[config.mk]
export PLATFORM = sky130hd
export DESIGN_NAME = fwd_hazard_ctrl
export DESIGN_NICKNAME = d
export VERILOG_FILES = /design/src/rtl/hazard_pkg.sv /design/src/rtl/fwd_select.sv /design/src/rtl/fwd_hazard_ctrl.sv
export SDC_FILE = /design/constraint.sdc
export NUM_CORES = 1
export LEC_CHECK = 0
export BUFFER_PORTS_ARGS = -buffer_cell sky130_fd_sc_hd__buf_4
export CORE_MARGIN = 2
export CORE_UTILIZATION = 47
export DETAILED_ROUTE_END_ITERATION = 16
export PLACE_DENSITY = 0.83
export SETUP_SLACK_MARGIN = 0.05
export SYNTH_ARGS = -nofsm -noshare
export SYNTH_HDL_FRONTEND = slang
export SYNTH_SLANG_ARGS = --single-unit
export TNS_END_PERCENT = 10
[constraint.sdc]
create_clock -name Clk -period 1.75 [get_ports Clk]
set_input_delay 0 -clock Clk [delete_from_list [all_inputs] [get_ports Clk]]
set_output_delay 0 -clock Clk [all_outputs]
set_load 0.1 [all_outputs]
[src/rtl/hazard_pkg.sv]
// Shared encodings and the pipeline-slot record for the forwarding/hazard controller.
package hazard_pkg;

    localparam int REG_BITS = 5;

    localparam logic [1:0] FWD_REGFILE = 2'd0;
    localparam logic [1:0] FWD_MEM     = 2'd1;
    localparam logic [1:0] FWD_WB      = 2'd2;

    localparam logic [1:0] REGDST_RT   = 2'd0;
    localparam logic [1:0] REGDST_RD   = 2'd1;
    localparam logic [1:0] REGDST_RA   = 2'd2;
    localparam logic [1:0] REGDST_NONE = 2'd3;

    localparam logic [REG_BITS-1:0] REG_RA   = 5'd31;
    localparam logic [REG_BITS-1:0] REG_ZERO = 5'd0;

    typedef struct packed {
        logic                valid;
        logic [REG_BITS-1:0] dest;
        logic                regwrite;
        logic                memread;
    } pipe_slot_t;

    // A slot produces a usable value for reg r; $0 is hardwired and never produced.
    function automatic logic slot_writes(input pipe_slot_t s, input logic [REG_BITS-1:0] r);
        return s.valid && s.regwrite && (s.dest != REG_ZERO) && (s.dest == r);
    endfunction

endpackage

[src/rtl/fwd_select.sv]
// Operand forwarding select for one EX source: youngest producer (MEM) wins over WB.
module fwd_select
    import hazard_pkg::*;
(
    input  pipe_slot_t          mem_slot,
    input  pipe_slot_t          wb_slot,
    input  logic [REG_BITS-1:0] src,
    input  logic                enable,
    output logic [1:0]          sel
);

    logic unused_memread;
    assign unused_memread = mem_slot.memread ^ wb_slot.memread;

    always_comb begin
        sel = FWD_REGFILE;
        if (enable) begin
            if (slot_writes(mem_slot, src)) begin
                sel = FWD_MEM;
            end else if (slot_writes(wb_slot, src)) begin
                sel = FWD_WB;
            end
        end
    end

endmodule

[src/rtl/fwd_hazard_ctrl.sv]
// Tracks in-flight destinations through EX/MEM/WB and drives operand forwarding
// selects plus the one-cycle load-use stall for the five-stage pipeline.
module fwd_hazard_ctrl
    import hazard_pkg::*;
#(
    parameter int REG_W = 5,
    parameter int CNT_W = 16
) (
    input  logic             Clk,
    input  logic             Reset,
    input  logic             ID_Valid,
    input  logic [REG_W-1:0] ID_Rs,
    input  logic [REG_W-1:0] ID_Rt,
    input  logic [REG_W-1:0] ID_Rd,
    input  logic             ID_UsesRt,
    input  logic [1:0]       ID_RegDst,
    input  logic             ID_RegWrite,
    input  logic             ID_MemRead,
    input  logic             Flush,
    output logic [REG_W-1:0] ID_WriteReg,
    output logic             Stall,
    output logic [1:0]       ForwardA,
    output logic [1:0]       ForwardB,
    output logic [CNT_W-1:0] StallCount
);

    pipe_slot_t       ex_q, ex_d;
    pipe_slot_t       mem_q, mem_d;
    pipe_slot_t       wb_q, wb_d;
    logic [REG_W-1:0] ex_rs_q, ex_rs_d;
    logic [REG_W-1:0] ex_rt_q, ex_rt_d;
    logic             ex_uses_rt_q, ex_uses_rt_d;
    logic [CNT_W-1:0] stall_cnt_q, stall_cnt_d;

    function automatic logic [CNT_W-1:0] sat_inc(input logic [CNT_W-1:0] v);
        return (v == {CNT_W{1'b1}}) ? v : v + 1'b1;
    endfunction

    always_comb begin
        unique case (ID_RegDst)
            REGDST_RT: ID_WriteReg = ID_Rt;
            REGDST_RD: ID_WriteReg = ID_Rd;
            REGDST_RA: ID_WriteReg = REG_RA;
            default:   ID_WriteReg = REG_ZERO;
        endcase
    end

    // Flush wins over the load-use condition: the consumer is being killed anyway.
    always_comb begin
        Stall = ex_q.valid && ex_q.memread && ex_q.regwrite && (ex_q.dest != REG_ZERO)
             && ID_Valid && !Flush
             && ((ex_q.dest == ID_Rs) || (ID_UsesRt && (ex_q.dest == ID_Rt)));
    end

    always_comb begin
        ex_d.valid    = ID_Valid && !Flush && !Stall;
        ex_d.dest     = ID_WriteReg;
        ex_d.regwrite = ID_RegWrite;
        ex_d.memread  = ID_MemRead;
        ex_rs_d       = ID_Rs;
        ex_rt_d       = ID_Rt;
        ex_uses_rt_d  = ID_UsesRt;
        mem_d         = ex_q;
        wb_d          = mem_q;
        stall_cnt_d   = Stall ? sat_inc(stall_cnt_q) : stall_cnt_q;
    end

    // Slot payloads are don't-care while invalid, so only valid bits and the counter reset.
    always_ff @(posedge Clk) begin
        ex_q         <= ex_d;
        mem_q        <= mem_d;
        wb_q         <= wb_d;
        ex_rs_q      <= ex_rs_d;
        ex_rt_q      <= ex_rt_d;
        ex_uses_rt_q <= ex_uses_rt_d;
        stall_cnt_q  <= stall_cnt_d;
        if (Reset) begin
            ex_q.valid  <= 1'b0;
            mem_q.valid <= 1'b0;
            wb_q.valid  <= 1'b0;
            stall_cnt_q <= '0;
        end
    end

    fwd_select u_fwd_a (
        .mem_slot (mem_q),
        .wb_slot  (wb_q),
        .src      (ex_rs_q),
        .enable   (1'b1),
        .sel      (ForwardA)
    );

    fwd_select u_fwd_b (
        .mem_slot (mem_q),
        .wb_slot  (wb_q),
        .src      (ex_rt_q),
        .enable   (ex_uses_rt_q),
        .sel      (ForwardB)
    );

    assign StallCount = stall_cnt_q;

endmodule
Word-level counts from Yosys, hierarchy flattened
Index checks and enable logic that the tools add are counted.
{"block": "totals", "reg_bits": 49, "in_bits": 24, "out_inout_bits": 26}
{"block": "classes", "addsub": 1, "n_eq_ne": 9, "muxes": 6, "n_bitwise": 1, "reduce_logical": 25}
{"op": "$eq A5 B5 Y1", "n": 6}
{"op": "$logic_and A1 B1 Y1", "n": 17}
{"op": "$add A16 B1 Y16 const B", "n": 1}
{"op": "$eq A16 B16 Y1 const B", "n": 1}
{"op": "$pmux W5 S3", "n": 1}
{"op": "$reduce_bool A5 Y1", "n": 3}
{"op": "$mux W2", "n": 5}
{"op": "$eq A2 B1 Y1 const B", "n": 1}
{"op": "$eq A2 B2 Y1 const B", "n": 1}
{"op": "$logic_not A1 Y1", "n": 2}
{"op": "$logic_not A2 Y1", "n": 1}
{"op": "$reduce_and A2 Y1", "n": 1}
{"op": "$logic_or A1 B1 Y1", "n": 1}
{"op": "$not A1 Y1", "n": 1}

Longest topological paths before layout
{"block": "logic_depth", "word_depth": 8, "ltp_mapped": 8, "mapped_depth_nobuf": 6}

Hierarchy
From an unflattened synthesis, not the netlist that was laid out.
{"block": "unflattened", "hier_cells": 239, "area_unflattened_um2": 2288.4}
{"mod": "fwd_hazard_ctrl", "instances": 1, "cells_each": 189, "area_each_um2": 1943.1, "seq_area_each_um2": 1021.0}
{"mod": "fwd_select", "instances": 2, "cells_each": 25, "area_each_um2": 172.7, "seq_area_each_um2": 0.0}

Least setup slack after synthesis
Ideal clock, no wire load.
{"block": "synth_timing", "kind": "reg-to-output", "startpoint": "register mem_q[4] in the netlist's numbering", "endpoint": "output ForwardA[1]", "arrival_time_ns": 5.602, "required_time_ns": 1.750, "path_slack_ns": -3.852, "path_stages_with_launch": 5, "path_buffers": 0, "path_cell_list": "dfxtp_1 -> or4_1 -> o211ai_1 -> nor4_1 -> nor4_1"}
{"block": "synth_between", "elab_chain_cells": 4, "word_cells_on_any_way": 5}
{"item": "start: declaration", "line_no": "fwd_hazard_ctrl.sv:28", "source": "pipe_slot_t mem_q, mem_d;"}
{"item": "start signal: assignment", "line_no": "fwd_hazard_ctrl.sv:71", "source": "mem_q <= mem_d;"}
{"item": "$reduce_bool A5 Y1", "line_no": "hazard_pkg.sv:27", "source": "return s.valid && s.regwrite && (s.dest != REG_ZERO) && (s.dest == r);"}
{"item": "$logic_and A1 B1 Y1", "line_no": "hazard_pkg.sv:27"}
{"item": "$logic_and A1 B1 Y1 (*)", "line_no": "hazard_pkg.sv:27"}
{"item": "$mux W2 (*)", "line_no": "fwd_select.sv:18", "source": "if (slot_writes(mem_slot, src)) begin"}
{"item": "end: declaration", "line_no": "fwd_hazard_ctrl.sv:22", "source": "output logic [1:0] ForwardA,"}
Mark *: on every way between the ends. The rest lies on a longest branch, timed or not.

Worst setup path after layout
{"block": "layout_timing", "startpoint": "register mem_q[3] in the netlist's numbering", "endpoint": "output ForwardA[1]"}
The elaborated chain is that of the path after synthesis.

==> flow_metrics.env <==
export IMPL_status="finished with violations"
export IMPL_violations="negative setup slack"
export IMPL_dp_cells=341
export IMPL_synth_ff_type="dfxtp_1"
export IMPL_nets=347
export IMPL_placed_cell_area_um2=2760
export IMPL_grt_ovfl_total=0
export IMPL_min_delay_path_class="in2reg"
export IMPL_gp_congestion=0.8737
export IMPL_initial_core_util_pct=48.44
export IMPL_start_kind="flip-flop"
export IMPL_worstRegToRegCells=6
export IMPL_num_rows=24
export IMPL_drive_above_1_share_pct=44.89
export IMPL_power_frac_seq_pct=52.7
export IMPL_r2r_end="StallCount[7]$_SDFFE_PP0P_"
export IMPL_antenna_found_initial=0
export IMPL_slew_violations=0
export IMPL_synth_warnings=0
export IMPL_ctsLongestPathBuffers=2
export IMPL_grt_usage_pct=24.39
export IMPL_fmax_ghz=0.4864
export IMPL_hold_start="Reset"
export IMPL_relSlewSlack_pct=72.41
export IMPL_pwr_density_cell_nw_per_um2=704.6
export IMPL_peakVddDrop_uv=397.7
export IMPL_die_x_um=70.76
export IMPL_maxCapViolCount=0
export IMPL_synth_avg_cell_area_um2=9.564
export IMPL_htreeDepth=2
export IMPL_setup_violations=21
export IMPL_tns_ps=-3635
export IMPL_fin_crit_ps=2056
export IMPL_cts_tree="yes"
export IMPL_worst_pin_slew_ps=410.4
export IMPL_pre_cts_ws_ps=-196.2
export IMPL_finalClockSkew_ps=12.77
export IMPL_synth_edf_count=0
export IMPL_stdcell_count=375
export IMPL_rsz0062_at_grt="yes"
export IMPL_syn_to_final_growth_pct=56.09
export IMPL_setup_ws_ps=-306.1
export IMPL_crit_path_cell_trace="or4_4, o211ai_1, buf_4, nor4_4, nor4_4, buf_6"
export IMPL_endpoint_kind="output port"
export IMPL_dr_pass1_iters=4
export IMPL_wl_per_cell_um=17.09
export IMPL_clock_sinks=49
export IMPL_hold_depth=2
export IMPL_ys_seq_elements=49
export IMPL_critical_path_max_stage_delay_ps=520
export IMPL_clkPwrFrac_pct=30.6
export IMPL_drtIter0Drc=133
export IMPL_io_buffers=49
export IMPL_internal_power_mw=1.634
export IMPL_regToRegStartpoint="ex_q[6]$_DFF_P_"
export IMPL_die_area_um2=5006
export IMPL_p_sw_share_pct=29.09
export IMPL_root_buffer="clkbuf_8"
export IMPL_cts_inserted_buffers=5
export IMPL_hold_violations=0
export IMPL_synthesis_area_um2=2095
export IMPL_arrival_ps=2060
export IMPL_grt_pass1_wl_mm=9.611
export IMPL_drc=0
export IMPL_core_area_um2=4324
export IMPL_ant_nets=0
export IMPL_synth_cells=219
export IMPL_path_class="reg2out"
export IMPL_clk_transition_reported_paths_ps=100
export IMPL_ff2ff_setup_slack_ps=-260
export IMPL_min_to="StallCount[10]$_SDFFE_PP0P_"
export IMPL_fin_crit_sh_pct=117.5
export IMPL_p_sw_uw=670.1
export IMPL_route_vias_total=2102
export IMPL_worstPathMaxFanout=2
export IMPL_die_height_um=70.76
export IMPL_synth_seq_area_share_pct=46.83
export IMPL_antenna_cells=0
export IMPL_combPwrFrac_pct=16.7
export IMPL_routed_wl_mm=6.407
export IMPL_viasPerCell=5.605
export IMPL_slowest_stage="or4_4"
export IMPL_leakage_nw=1.295
export IMPL_async_flop_share_pct=0
export IMPL_worstPathRequired_ps=1750
export IMPL_critPathMostFrequentCell="nor4_4"
export IMPL_worstSetupStartpoint="mem_q[3]$_DFF_P_"
export IMPL_total_power_mw=2.304
export IMPL_design_area_um2=3269
export IMPL_mappedNetlistNets=244
export IMPL_clock_latency_ps=310
export IMPL_grt_pass1_vias=2069
export IMPL_grt_start_max_net_pins=25
export IMPL_hpwl_mm=3.786
export IMPL_num_io_pins=50
export IMPL_synth_cell_types=36
## through the flow
| step | util, % | hold WS (ps) |
|---|---|---|
| final | 75.61 | 36.19 |
| after global routing | 75.61 | 44.99 |
| after CTS | 73.93 | 2.217 |
| after detailed placement | 63.83 | 108.4 |
| after global placement | 63.83 | 110.3 |
| after floorplan | - | 27.72 |
## cells in the mapped netlist, types with 2 or more instances
master | n | share of area, %
o31ai_1 | 4 | 1.4
nor2_1 | 9 | 1.6
o211ai_1 | 2 | 0.72
buf_4 | 5 | 1.8
nand2_1 | 10 | 1.8
or3_1 | 8 | 2.4
a21oi_1 | 14 | 3.3
nand4_1 | 5 | 1.5
xor2_1 | 22 | 9.2
buf_6 | 2 | 1.1
clkbuf_1 | 4 | 0.72
o21ai_0 | 14 | 3.3
nand3_1 | 15 | 3.6
nor3_1 | 6 | 1.4
nor2b_1 | 6 | 1.8
and3_1 | 4 | 1.2
nor4_1 | 8 | 2.4
xnor2_1 | 8 | 3.3
dfxtp_1 | 49 | 47
or4_1 | 8 | 2.9
## cells by family (layout without fill, tap and decap cells)
family,after synthesis,after routing,synth area share (%)
muxes,2,2,1.254
AOI/OAI and AO/OA,37,37,10.63
adders and majority gates,1,1,0.5973
DFF,49,49,46.83
and+or+nand+nor,87,87,24.13
buffers and inverters,13,117,4.002
xor gates and xnor gates,30,30,12.54
## worst max-delay path: cells and delay by family, from the launching register on
| kind | cells | cell delay, ps |
|---|---|---|
| and+or+nand+nor | 3 | 710 |
| buffers and inverters | 2 | 430 |
| DFF | 1 | 340 |
| AOI/OAI and AO/OA | 1 | 260 |
## repair_timing
action                                  CTS  global route
gates resized for setup                  22            19
hold endpoints to repair                 18             0
endpoints found under the setup margin   22            21
pin swaps                                18             4
setup buffers                             3             0
hold buffers                             23             0
## flip-flops by register name (all words and copies together), names as in the netlist
register      count
ex_rs_q           5
ex_uses_rt_q      1
ex_rt_q           5
mem_q             7
StallCount       16
ex_q              8
wb_q              7
## per-layer routing
layer / vias to the layer above / part of all wire (%) / GRT usage (%)
li1: 993 / - / -
met1: 998 / 40 / 28.57
met2: 86 / 51 / 42.47
met3: 25 / 5.2 / 5.840
met4: 0 / 3.6 / 10.48
met5: - / 0 / 0
## power groups by stage
stage / clock, mW / sequential [mW] / combinational [mW]
after floorplan: 0 / 1.23 / 0.196
after CTS: 0.698 / 1.21 / 0.369
after global routing: 0.747 / 1.22 / 0.403
after detailed placement: 0 / 1.23 / 0.308
final: 0.705 / 1.21 / 0.384
after global placement: 0 / 1.23 / 0.303
## how the worst max path moves through the flow
stage / endpoint / cells after the start
floorplan: ForwardA[1] / 4
global placement: StallCount[5]$_SDFFE_PP0P_ / 6
detailed placement: StallCount[5]$_SDFFE_PP0P_ / 7
global route: ForwardB[1] / 6
CTS: ForwardA[1] / 6
finish: ForwardA[1] / 6
## area by class of cell
cell class | instances | area, um2
Sequential cell | 49 | 1010
Tap cell | 52 | 65.06
Fill cell | 281 | 1055
Inverter | 1 | 3.754
Clock inverter | 3 | 25.02
Clock buffer | 5 | 68.82
Multi-Input combinational cell | 157 | 1177
Timing Repair Buffer | 108 | 919.6
## cells in the final DEF, fill, tap and decap left out, types with 3 or more instances in the layout
| cell | instances |
|---|---|
| or4_4 | 6 |
| clkbuf_8 | 5 |
| or3_1 | 6 |
| a21oi_1 | 7 |
| nand4_1 | 5 |
| dfxtp_1 | 26 |
| and3_1 | 4 |
| dfxtp_2 | 23 |
| nand3_1 | 15 |
| o21ai_0 | 14 |
| or4_1 | 3 |
| xnor2_1 | 8 |
| nor4_2 | 4 |
| nor2b_1 | 5 |
| a21oi_2 | 7 |
| buf_4 | 76 |
| buf_6 | 7 |
| nor3_1 | 5 |
| dlygate4sd3_1 | 23 |
| xor2_1 | 22 |
| o31ai_1 | 4 |
| nand2_1 | 10 |
| nor2_1 | 9 |
No activity file was read; power rests on OpenSTA's default activity.
